`config.mk`:
```
export PLATFORM = sky130hd
export DESIGN_NAME = da_dct_rom_sequencer
export DESIGN_NICKNAME = d
export VERILOG_FILES = /design/src/rtl/da_dct_rom_sequencer.sv
export SDC_FILE = /design/constraint.sdc
export NUM_CORES = 1
export LEC_CHECK = 0
export CAP_MARGIN = 15
export CORE_MARGIN = 4
export CORE_UTILIZATION = 45
export CTS_BUF_LIST = sky130_fd_sc_hd__clkbuf_8
export DETAILED_ROUTE_END_ITERATION = 8
export PLACE_DENSITY = 0.78
export SLEW_MARGIN = 15
export SYNTH_ARGS = -nofsm -noshare
export SYNTH_HDL_FRONTEND = slang
export SYNTH_SLANG_ARGS = --single-unit
```
`constraint.sdc`:
```
create_clock -name clk -period 4.8 [get_ports clk]
set_input_delay 0.48 -clock clk [delete_from_list [all_inputs] [get_ports clk]]
set_output_delay 0.48 -clock clk [all_outputs]
set_load 0.02 [all_outputs]
```
`src/rtl/da_dct_rom_sequencer.sv`:
```
// Bit-serial distributed-arithmetic sequencer for one DCT coefficient.
// Captures a group of four samples, walks their bits MSB first, addresses
// the 8-entry coefficient ROM and shift-accumulates the signed ROM words.
module da_dct_rom_sequencer #(
  parameter int unsigned DATA_W = 16,
  parameter int unsigned ROM_W  = 16,
  parameter int unsigned ACC_W  = DATA_W + ROM_W + 1
) (
  input  logic              clk,
  input  logic              rst_n,
  input  logic              in_valid,
  output logic              in_ready,
  input  logic [DATA_W-1:0] x0,
  input  logic [DATA_W-1:0] x1,
  input  logic [DATA_W-1:0] x2,
  input  logic [DATA_W-1:0] x3,
  output logic [2:0]        rom_addr,
  output logic              rom_cs,
  input  logic [ROM_W-1:0]  rom_data,
  output logic              out_valid,
  input  logic              out_ready,
  output logic [ACC_W-1:0]  out_data,
  output logic              busy
);

  localparam int unsigned CNT_W = (DATA_W > 1) ? $clog2(DATA_W) : 1;

  typedef enum logic [1:0] {
    S_IDLE = 2'd0,
    S_RUN  = 2'd1,
    S_DONE = 2'd2
  } state_e;

  state_e             state_q, state_d;
  logic [CNT_W-1:0]   cnt_q, cnt_d;
  logic [DATA_W-1:0]  s0_q, s0_d, s1_q, s1_d, s2_q, s2_d, s3_q, s3_d;
  logic [ACC_W-1:0]   acc_q, acc_d;
  logic [ACC_W-1:0]   out_data_q, out_data_d;
  logic               out_valid_q, out_valid_d;
  logic               in_ready_q, in_ready_d;
  logic               rom_cs_q, rom_cs_d;
  logic [2:0]         rom_addr_q, rom_addr_d;
  logic               busy_q, busy_d;

  logic [ACC_W-1:0]   rom_ext_c;
  logic [ACC_W-1:0]   term_c;
  logic [ACC_W-1:0]   acc_next_c;

  // ROM address for one bit slice: sample 0 selects the mirrored half.
  function automatic logic [2:0] addr_f(input logic b0, input logic b1,
                                        input logic b2, input logic b3);
    return b0 ? ~{b1, b2, b3} : {b1, b2, b3};
  endfunction

  // Signed ROM term and the shift-and-add step; the sign-bit slice subtracts.
  always_comb begin
    rom_ext_c  = ACC_W'($signed(rom_data));
    term_c     = s0_q[DATA_W-1] ? (-rom_ext_c) : rom_ext_c;
    if (cnt_q == CNT_W'(DATA_W - 1)) begin
      acc_next_c = (acc_q << 1) - term_c;
    end else begin
      acc_next_c = (acc_q << 1) + term_c;
    end
  end

  // Next-state and registered-output logic.
  always_comb begin
    state_d     = state_q;
    cnt_d       = cnt_q;
    s0_d        = s0_q;
    s1_d        = s1_q;
    s2_d        = s2_q;
    s3_d        = s3_q;
    acc_d       = acc_q;
    out_data_d  = out_data_q;
    out_valid_d = out_valid_q;
    in_ready_d  = in_ready_q;
    rom_cs_d    = rom_cs_q;
    rom_addr_d  = rom_addr_q;
    busy_d      = busy_q;

    unique case (state_q)
      S_IDLE: begin
        if (in_valid && in_ready_q) begin
          s0_d       = x0;
          s1_d       = x1;
          s2_d       = x2;
          s3_d       = x3;
          acc_d      = '0;
          cnt_d      = CNT_W'(DATA_W - 1);
          rom_cs_d   = 1'b1;
          rom_addr_d = addr_f(x0[DATA_W-1], x1[DATA_W-1], x2[DATA_W-1], x3[DATA_W-1]);
          in_ready_d = 1'b0;
          busy_d     = 1'b1;
          state_d    = S_RUN;
        end
      end
      S_RUN: begin
        acc_d      = acc_next_c;
        s0_d       = {s0_q[DATA_W-2:0], 1'b0};
        s1_d       = {s1_q[DATA_W-2:0], 1'b0};
        s2_d       = {s2_q[DATA_W-2:0], 1'b0};
        s3_d       = {s3_q[DATA_W-2:0], 1'b0};
        // Address is prefetched one slice ahead so the registered port lines up.
        rom_addr_d = addr_f(s0_q[DATA_W-2], s1_q[DATA_W-2], s2_q[DATA_W-2], s3_q[DATA_W-2]);
        cnt_d      = cnt_q - CNT_W'(1);
        if (cnt_q == '0) begin
          cnt_d       = '0;
          out_data_d  = acc_next_c;
          out_valid_d = 1'b1;
          rom_cs_d    = 1'b0;
          rom_addr_d  = 3'd0;
          state_d     = S_DONE;
        end
      end
      S_DONE: begin
        if (out_ready) begin
          out_valid_d = 1'b0;
          in_ready_d  = 1'b1;
          busy_d      = 1'b0;
          state_d     = S_IDLE;
        end
      end
      default: begin
        state_d     = S_IDLE;
        in_ready_d  = 1'b1;
        out_valid_d = 1'b0;
        rom_cs_d    = 1'b0;
        rom_addr_d  = 3'd0;
        busy_d      = 1'b0;
      end
    endcase
  end

  // State and datapath registers.
  always_ff @(posedge clk or negedge rst_n) begin
    if (!rst_n) begin
      state_q     <= S_IDLE;
      cnt_q       <= '0;
      s0_q        <= '0;
      s1_q        <= '0;
      s2_q        <= '0;
      s3_q        <= '0;
      acc_q       <= '0;
      out_data_q  <= '0;
      out_valid_q <= 1'b0;
      in_ready_q  <= 1'b1;
      rom_cs_q    <= 1'b0;
      rom_addr_q  <= 3'd0;
      busy_q      <= 1'b0;
    end else begin
      state_q     <= state_d;
      cnt_q       <= cnt_d;
      s0_q        <= s0_d;
      s1_q        <= s1_d;
      s2_q        <= s2_d;
      s3_q        <= s3_d;
      acc_q       <= acc_d;
      out_data_q  <= out_data_d;
      out_valid_q <= out_valid_d;
      in_ready_q  <= in_ready_d;
      rom_cs_q    <= rom_cs_d;
      rom_addr_q  <= rom_addr_d;
      busy_q      <= busy_d;
    end
  end

  assign in_ready  = in_ready_q;
  assign out_valid = out_valid_q;
  assign out_data  = out_data_q;
  assign rom_cs    = rom_cs_q;
  assign rom_addr  = rom_addr_q;
  assign busy      = busy_q;

endmodule

```
==> impl_metrics.toml, run 1 <==
[global_route]
overflow = 0
grt_pass1_wl_um = 47100
grt_antenna_before_repair = 1
grt_max_degree = 104
grt_pass1_vias = 9019
grt_usage = 0.241

[pwr]
comb_power_share = 0.722
p_int_w = 0.00508
p_leak_nw = 6.33
clockPowerShare = 0.102
powerDensity_nw_per_um2 = 775
p_seq_frac = 0.175
p_sw_w = 0.00476
swShare = 0.483
vdd_drop_max_mv = 0.318

[route]
wire_per_inst_um = 17.9
via_count = 9497
drt_wl_total_um = 29400
drtAntennaViolNets = 0
dr.pass1.iters = 9
drt_iter0_markers = 1080
drcViolationCount = 0
vias_per_cell = 5.79

[die]
start_util = 0.458
die_area_um2 = 23900
die_h_um = 154
coreArea_um2 = 21100
rows = 53
io-pin-count = 124
chipWidth_um = 154

[synthesis]
synth-edff-count = 0
syn_area_um2 = 9660
synth_ff_type = "dfrtp_1"
ys_warn_count = 0
syn_inst = 1120
synth_seq_cells = 139
syn_area_per_cell_um2 = 8.62
synth_cell_type_count = 75
async_flop_share = 1.00
syn_nets = 1279
ys_seq_area_frac = 0.360

[placed_design]
dp_hpwl_um = 21600
dpl.cell_count = 1608
io_buffers = 123
routabilityCongestion = 0.957
dp_slack_ns = -0.526
place_area_um2 = 12200

[clock_tree]
cts.root.buffer_cell = "clkbuf_8"
cts_buffers = 17
clk_pin_slew_worst_paths_ns = 0.10
clock-sinks = 139
cts_tree = "done"
worstSkewPairLatency_ns = 0.48
cts.htree.levels = 4
postCtsHoldBufs = 0
cts.path.max_buffers = 2

[sta]
finalSetupViolations = 0
worstMarginPinSlew_ns = 1.17
fin_crit_sh = 0.973
timing.final.crit_period_ns = 4.67
slew_headroom = 0.219
finalClockSkew_ns = 0.0174
fmax_ghz = 0.214
slew_viol_final = 0
hold_violations = 0
fin_ws_ns = 0.131

[layout]
num_antenna_cells = 0
syn2layout_area_growth_pct = 31.5
n_fill_cell = 1828
post-route-util = 0.602
drive_gt1_frac = 0.182
stdcell_area_um2 = 12700
final_cells = 1641
final_cell_mix = "buf_4, dfrtp_1, clkdlybuf4s50_1"
num-nets-final = 1512
layout_commonest_cell = "buf_4"

[critical_path]
crit_fanout = 4
worst_setup_path_end_kind = "flop"
crit_required_ns = 5.16
start_kind = "input port"
worstSetupPathType = "in -> reg"
critPathArrivalTime_ns = 5.03

[worst_hold_path]
hold_class = "in -> async"

[run]
cap_violations = 0

[outcome]
outcome = "finished clean"
-- worst paths after layout --
path	slack [ns]	to	cells past startpoint	startpoint
setup / recovery	0.13	acc_q[28]	19	rom_data[1]
hold / removal	0.06	out_data[14]	1	rst_n
min in group clk	0.48	acc_q[0]	4	rom_data[0]
max in group asynchronous	3.55	acc_q[13]	2	rst_n
setup reg to reg	0.86	acc_q[31]	15	s0_q[15]
hold reg to reg	0.48	out_data[24]	2	out_data[24]
-- worst max-delay path: stages --
cell	delay [ns]
clkdlybuf4s50_1	0.44
inv_2	0.08
nand2_1	0.10
or4_4	0.43
or2_4	0.26
or3_4	0.37
or3b_4	0.42
ha_4	0.29
a21oi_4	0.05
buf_4	0.16
ha_4	0.28
inv_1	0.05
a21o_1	0.19
nor4_2	0.31
nor2_2	0.12
a2111oi_2	0.34
o31a_1	0.27
o211ai_1	0.13
a32o_1	0.27
-- power groups by stage --
| stage | logic (W) | registers (W) | clock network, W |
|---|---|---|---|
| after global placement | 0.00668 | 0.00172 | 0 |
| final | 0.00711 | 0.00172 | 0.00101 |
| after CTS | 0.00686 | 0.00171 | 0.00102 |
| after floorplan | 0.00412 | 0.00169 | 0 |
| after detailed placement | 0.00678 | 0.00173 | 0 |
| after global routing | 0.00770 | 0.00176 | 0.00108 |
-- flip-flops by register name, indices dropped and copies added, names as in the netlist --
register / flops
out_data: 33
acc_q: 32
s0_q: 16
s1_q: 15
s2_q: 15
s3_q: 15
cnt_q: 4
rom_addr: 3
state_q: 2
busy: 1
in_ready: 1
out_valid: 1
rom_cs: 1
-- final cells by class --
type	instances	area, µm²	area share
clock buffer	17	234	0.0184
clock inverter	15	184	0.0145
inverter	121	454	0.0358
multi-input combinational	789	5550	0.437
sequential	139	3480	0.274
tap	275	344	0.0271
timing repair buffer	285	2450	0.193
-- Yosys cell counts (3+ instances only) --
cell	count	area, µm²
a211oi_1	7	52.6
a21o_1	26	195
a21oi_1	73	365
a222oi_1	53	531
a22o_1	13	114
a22oi_1	3	22.5
a31oi_1	11	68.8
and3_1	5	31.3
and4_1	3	26.3
buf_2	7	35.0
buf_6	3	33.8
clkbuf_1	58	218
dfrtp_1	138	3450
ha_1	73	913
inv_1	112	420
inv_2	9	33.8
mux2i_1	5	50.1
nand2_1	115	432
nand2b_1	14	87.6
nand3_1	8	40.0
nand4_1	12	75.1
nor2_1	64	240
nor2b_1	10	62.6
nor3_1	22	110
nor4_1	10	62.6
o211ai_1	9	67.6
o21a_1	14	105
o21ai_0	81	405
o21ai_1	5	25.0
o21bai_1	11	82.6
o221ai_1	4	35.0
o311ai_0	3	26.3
o31a_1	3	26.3
o31ai_1	10	75.1
o41ai_1	4	35.0
or2_2	4	25.0
or3_1	7	43.8
or4_1	6	45.0
xnor2_1	45	394
xor2_1	15	131
-- through the flow --
| stage | hold slack (ns) | TNS [ns] | power [W] |
|---|---|---|---|
| after global routing | 0.162 | -0.0400 | 0.0105 |
| after floorplan | 0.184 | 0 | 0.00582 |
| after global placement | 0.460 | -6.16 | 0.00840 |
| after CTS | 0.145 | 0 | 0.00959 |
| final | 0.0632 | 0 | 0.00984 |
| after detailed placement | 0.463 | -9.96 | 0.00852 |
-- what timing repair did --
item / 4_1_cts / 5_1_grt
endpoints found under the setup margin: 1 / 26
gates resized for setup: 1 / 22
cloned: 0 / 0
pin swaps: 0 / 9
setup buffers: 0 / 1
-- cell families (layout without fill, tap and decap cells) --
logic type | after synthesis | in the layout | share of synthesized area
xor gates and xnor gates | 60 | 60 | 0.0544
adders and majority gates | 75 | 75 | 0.0987
and+or+nand+nor | 288 | 288 | 0.139
DFF | 139 | 139 | 0.360
buffers and inverters | 192 | 438 | 0.0783
muxes | 8 | 8 | 0.00907
AOI/OAI and AO/OA | 358 | 358 | 0.260
-- routing by layer --
metal	vias to the layer above	track usage	share of wire
met5	-	0	0.00044
met3	46	0.0660	0.095
met4	2	0.0488	0.013
met1	4558	0.335	0.43
li1	4481	-	-
met2	410	0.379	0.46
No activity file was read; power rests on OpenSTA's default activity.
==> run 2, diff against run 1 <==
ABC_CLOCK_PERIOD_IN_PS = 4800   (was default)
==> results of run 2 <==
The final DEF is identical to that of run 1; final timing and power are the same.
==> edit: new RTL, config.mk and constraints of run 2 <==
Take the reset off `out_data_q` and load it in a clocked block of its own.
--- a/src/rtl/da_dct_rom_sequencer.sv
+++ b/src/rtl/da_dct_rom_sequencer.sv
@@ -142,7 +142,6 @@
       s2_q        <= '0;
       s3_q        <= '0;
       acc_q       <= '0;
-      out_data_q  <= '0;
       out_valid_q <= 1'b0;
       in_ready_q  <= 1'b1;
       rom_cs_q    <= 1'b0;
@@ -156,13 +155,16 @@
       s2_q        <= s2_d;
       s3_q        <= s3_d;
       acc_q       <= acc_d;
-      out_data_q  <= out_data_d;
       out_valid_q <= out_valid_d;
       in_ready_q  <= in_ready_d;
       rom_cs_q    <= rom_cs_d;
       rom_addr_q  <= rom_addr_d;
       busy_q      <= busy_d;
     end
+  end
+
+  always_ff @(posedge clk) begin
+    out_data_q <= out_data_d;
   end
 
   assign in_ready  = in_ready_q;
Function: no difference found for any inputs over 10 cycles, from zero or initial values and one cycle with rst_n low; that may be too few to reach the edited logic, so the function may still have changed.
==> edit against run 2 <==
- cell count shrank 8.6%
- setup slack lost 59 ps
- sequential cell count is the same
- first-iteration DRC count shrank 11%
- area after synthesis shrank 3.9%
- total power shrank 0.86%
- design area shrank 4.5%
- wire length shrank 7.1%
- sequential power grew 21%
- synthesized cell count shrank 9.4%
- global-route usage shrank 0.25 points
- register-to-register slack lost 110 ps
==> edit: results (changes against run 2) <==
| Metric | Value |
|---|---|
| Initial antenna violation count | `0 (-1)` |
| Initial DRC Count | `963 (-11%)` |
| GPL Wtd Cong | `0.989 (+3.3%)` |
| Top Family by Delay on Critical Path | `simple AND/OR/NAND/NOR gates` |
| Async S/R FF share, synth | `76.3% (-24 points)` |
| Vias/cell | `5.79 (about the same)` |
| Top cells by area, synth | `dfrtp_1 (28%), edfxtp_1 (11%), ha_1 (10%)` |
| Post-synth top cells | `inv_1 (117), dfrtp_1 (105), a21oi_1 (77)` |
| Clk_lat worst skew | `460 ps (-20 ps)` |
| DR pass1 iterations | `9 (unchanged)` |
| TritonCTS Buffers | `17 (unchanged)` |
| Min-delay worst type | `input pin to async pin` |
| Post-Place Setup Slack | `-521 ps (+4.98 ps)` |
| H-tree depth | `4 (unchanged)` |
| Gr usage total | `23.8% (-0.25 points)` |
| Filler Cells Inserted | `1713 (-6.3%)` |
| Register area share after synthesis | `39.3% (+3.2 points)` |
| CTS Buffer Depth | `2 (unchanged)` |
| Final WL | `27300 um (-7.1%)` |
| Antenna fix cells | `0 (unchanged)` |
| LEAKAGE | `5.78 nW (-8.7%)` |
| Final HPWL DP | `19500 um (-9.8%)` |
| Final nets | `1377 (-8.9%)` |
| Crit Path Max Fanout | `3 (-1)` |
| Largest net degree at the start of global routing | `90 (-13%)` |
| Clk slew on worst S/H paths | `around 90 ps` |
| Synthesized Nets | `1175 (-8.1%)` |
| Number of global-route vias before repair | `8540 (-5.3%)` |
| Crit path DAT | `5070 ps (+40 ps)` |
| Ys flop type | `dfrtp_1` |
| Global-route wire length before repair | `43500 um (-7.6%)` |
| Peak VDD IR | `0.350 mV (+10%)` |
| Max_slew headroom | `20.7% (-1.2 points)` |
| Status | `complete, no violations` |
| Clk_skew | `15.2 ps (-2.21 ps)` |
| Psw | `0.00462 W (-2.8%)` |
| Number of synthesized flops with an enable pin | `33 (+33)` |
| Max incr delay on CP | `570 ps (+130 ps)` |
| Yosys cell types | `62 (-17%)` |
| PortBufs | `123 (unchanged)` |
| Share of cells above drive strength 1 | `16.7% (-1.4 points)` |
| Critical path's slowest cell | `or4_4` |
| Syn. warnings | `0 (unchanged)` |
edit: final timing paths:
path / from / end / slack, ps / cells after the start
max reg2reg: s0_q[15] / acc_q[31] / 750 / 14
min reg2reg: s0_q[1] / s0_q[2] / 490 / 2
min in group clk: s0_q[1] / s0_q[2] / 490 / 2
max in group asynchronous: rst_n / in_ready / 3550 / 2
max: rom_data[8] / acc_q[31] / 70 / 19
min: rst_n / acc_q[7] / 130 / 1
edit: cell type report:
cell class,instances,share of cell area (%)
Clock buffer,17,1.93
Clock inverter,15,1.40
Inverter,118,3.65
Multi-Input combinational cell,689,42.0
Sequential cell,139,30.0
Tap cell,270,2.78
Timing Repair Buffer,252,18.2
edit: power by group through the flow:
stage,logic (W),clock network (W),registers (W)
after floorplan,0.00415,0,0.00203
after global placement,0.00627,0,0.00209
after detailed placement,0.00635,0,0.00210
after CTS,0.00642,0.00101,0.00208
after global routing,0.00732,0.00107,0.00213
final,0.00668,0.000988,0.00208
edit: worst register-to-register path, stage by stage (launching register included):
cell and delay (ps):
dfrtp_1 510, buf_4 300, o31a_1 190, xor2_1 260, ha_1 230, inv_1 60, a21oi_1 250, o21ai_0 130
or4_1 600, a311o_1 400, buf_4 170, o31ai_4 230, xor2_1 90, a211o_1 320, a22o_1 210
edit: metal layers:
layer  GRT usage, %  vias to the layer above  wire (um)
li1               -                     4115          -
met1           31.2                     4166      11400
met2           38.5                      350      12800
met3           7.32                       54       2530
met4           6.15                        0        625
met5              0                        -          0
edit: cell families (layout without fill, tap and decap cells):
group	after synthesis	in the layout	synth area share, %
adder cells (fa/ha/maj)	76	76	10.4
flip-flops	139	139	39.3
buffers and inverters	187	402	7.59
XOR/XNOR	58	58	5.47
multiplexers	2	2	0.229
AND/OR/NAND/NOR	221	221	11.2
AO/OA/AOI/OAI	332	332	25.8
edit: repair_timing:
action                     4_1_cts  5_1_grt
pin swaps                        1        3
buffers inserted                 1        0
setup endpoints to repair        2       25
gates resized for setup          1       31
edit: stage by stage:
| step | std cells | power, W | setup TNS [ps] | instance area (um2) |
|---|---|---|---|---|
| after floorplan | 1015 | 0.00618 | 0 | 9280 |
| after global placement | 1467 | 0.00836 | -6490 | 11600 |
| after detailed placement | 1467 | 0.00844 | -8960 | 11600 |
| after CTS | 1500 | 0.00950 | 0 | 12000 |
| after global routing | 1500 | 0.0105 | -140 | 12100 |
| final | 1500 | 0.00975 | 0 | 12100 |
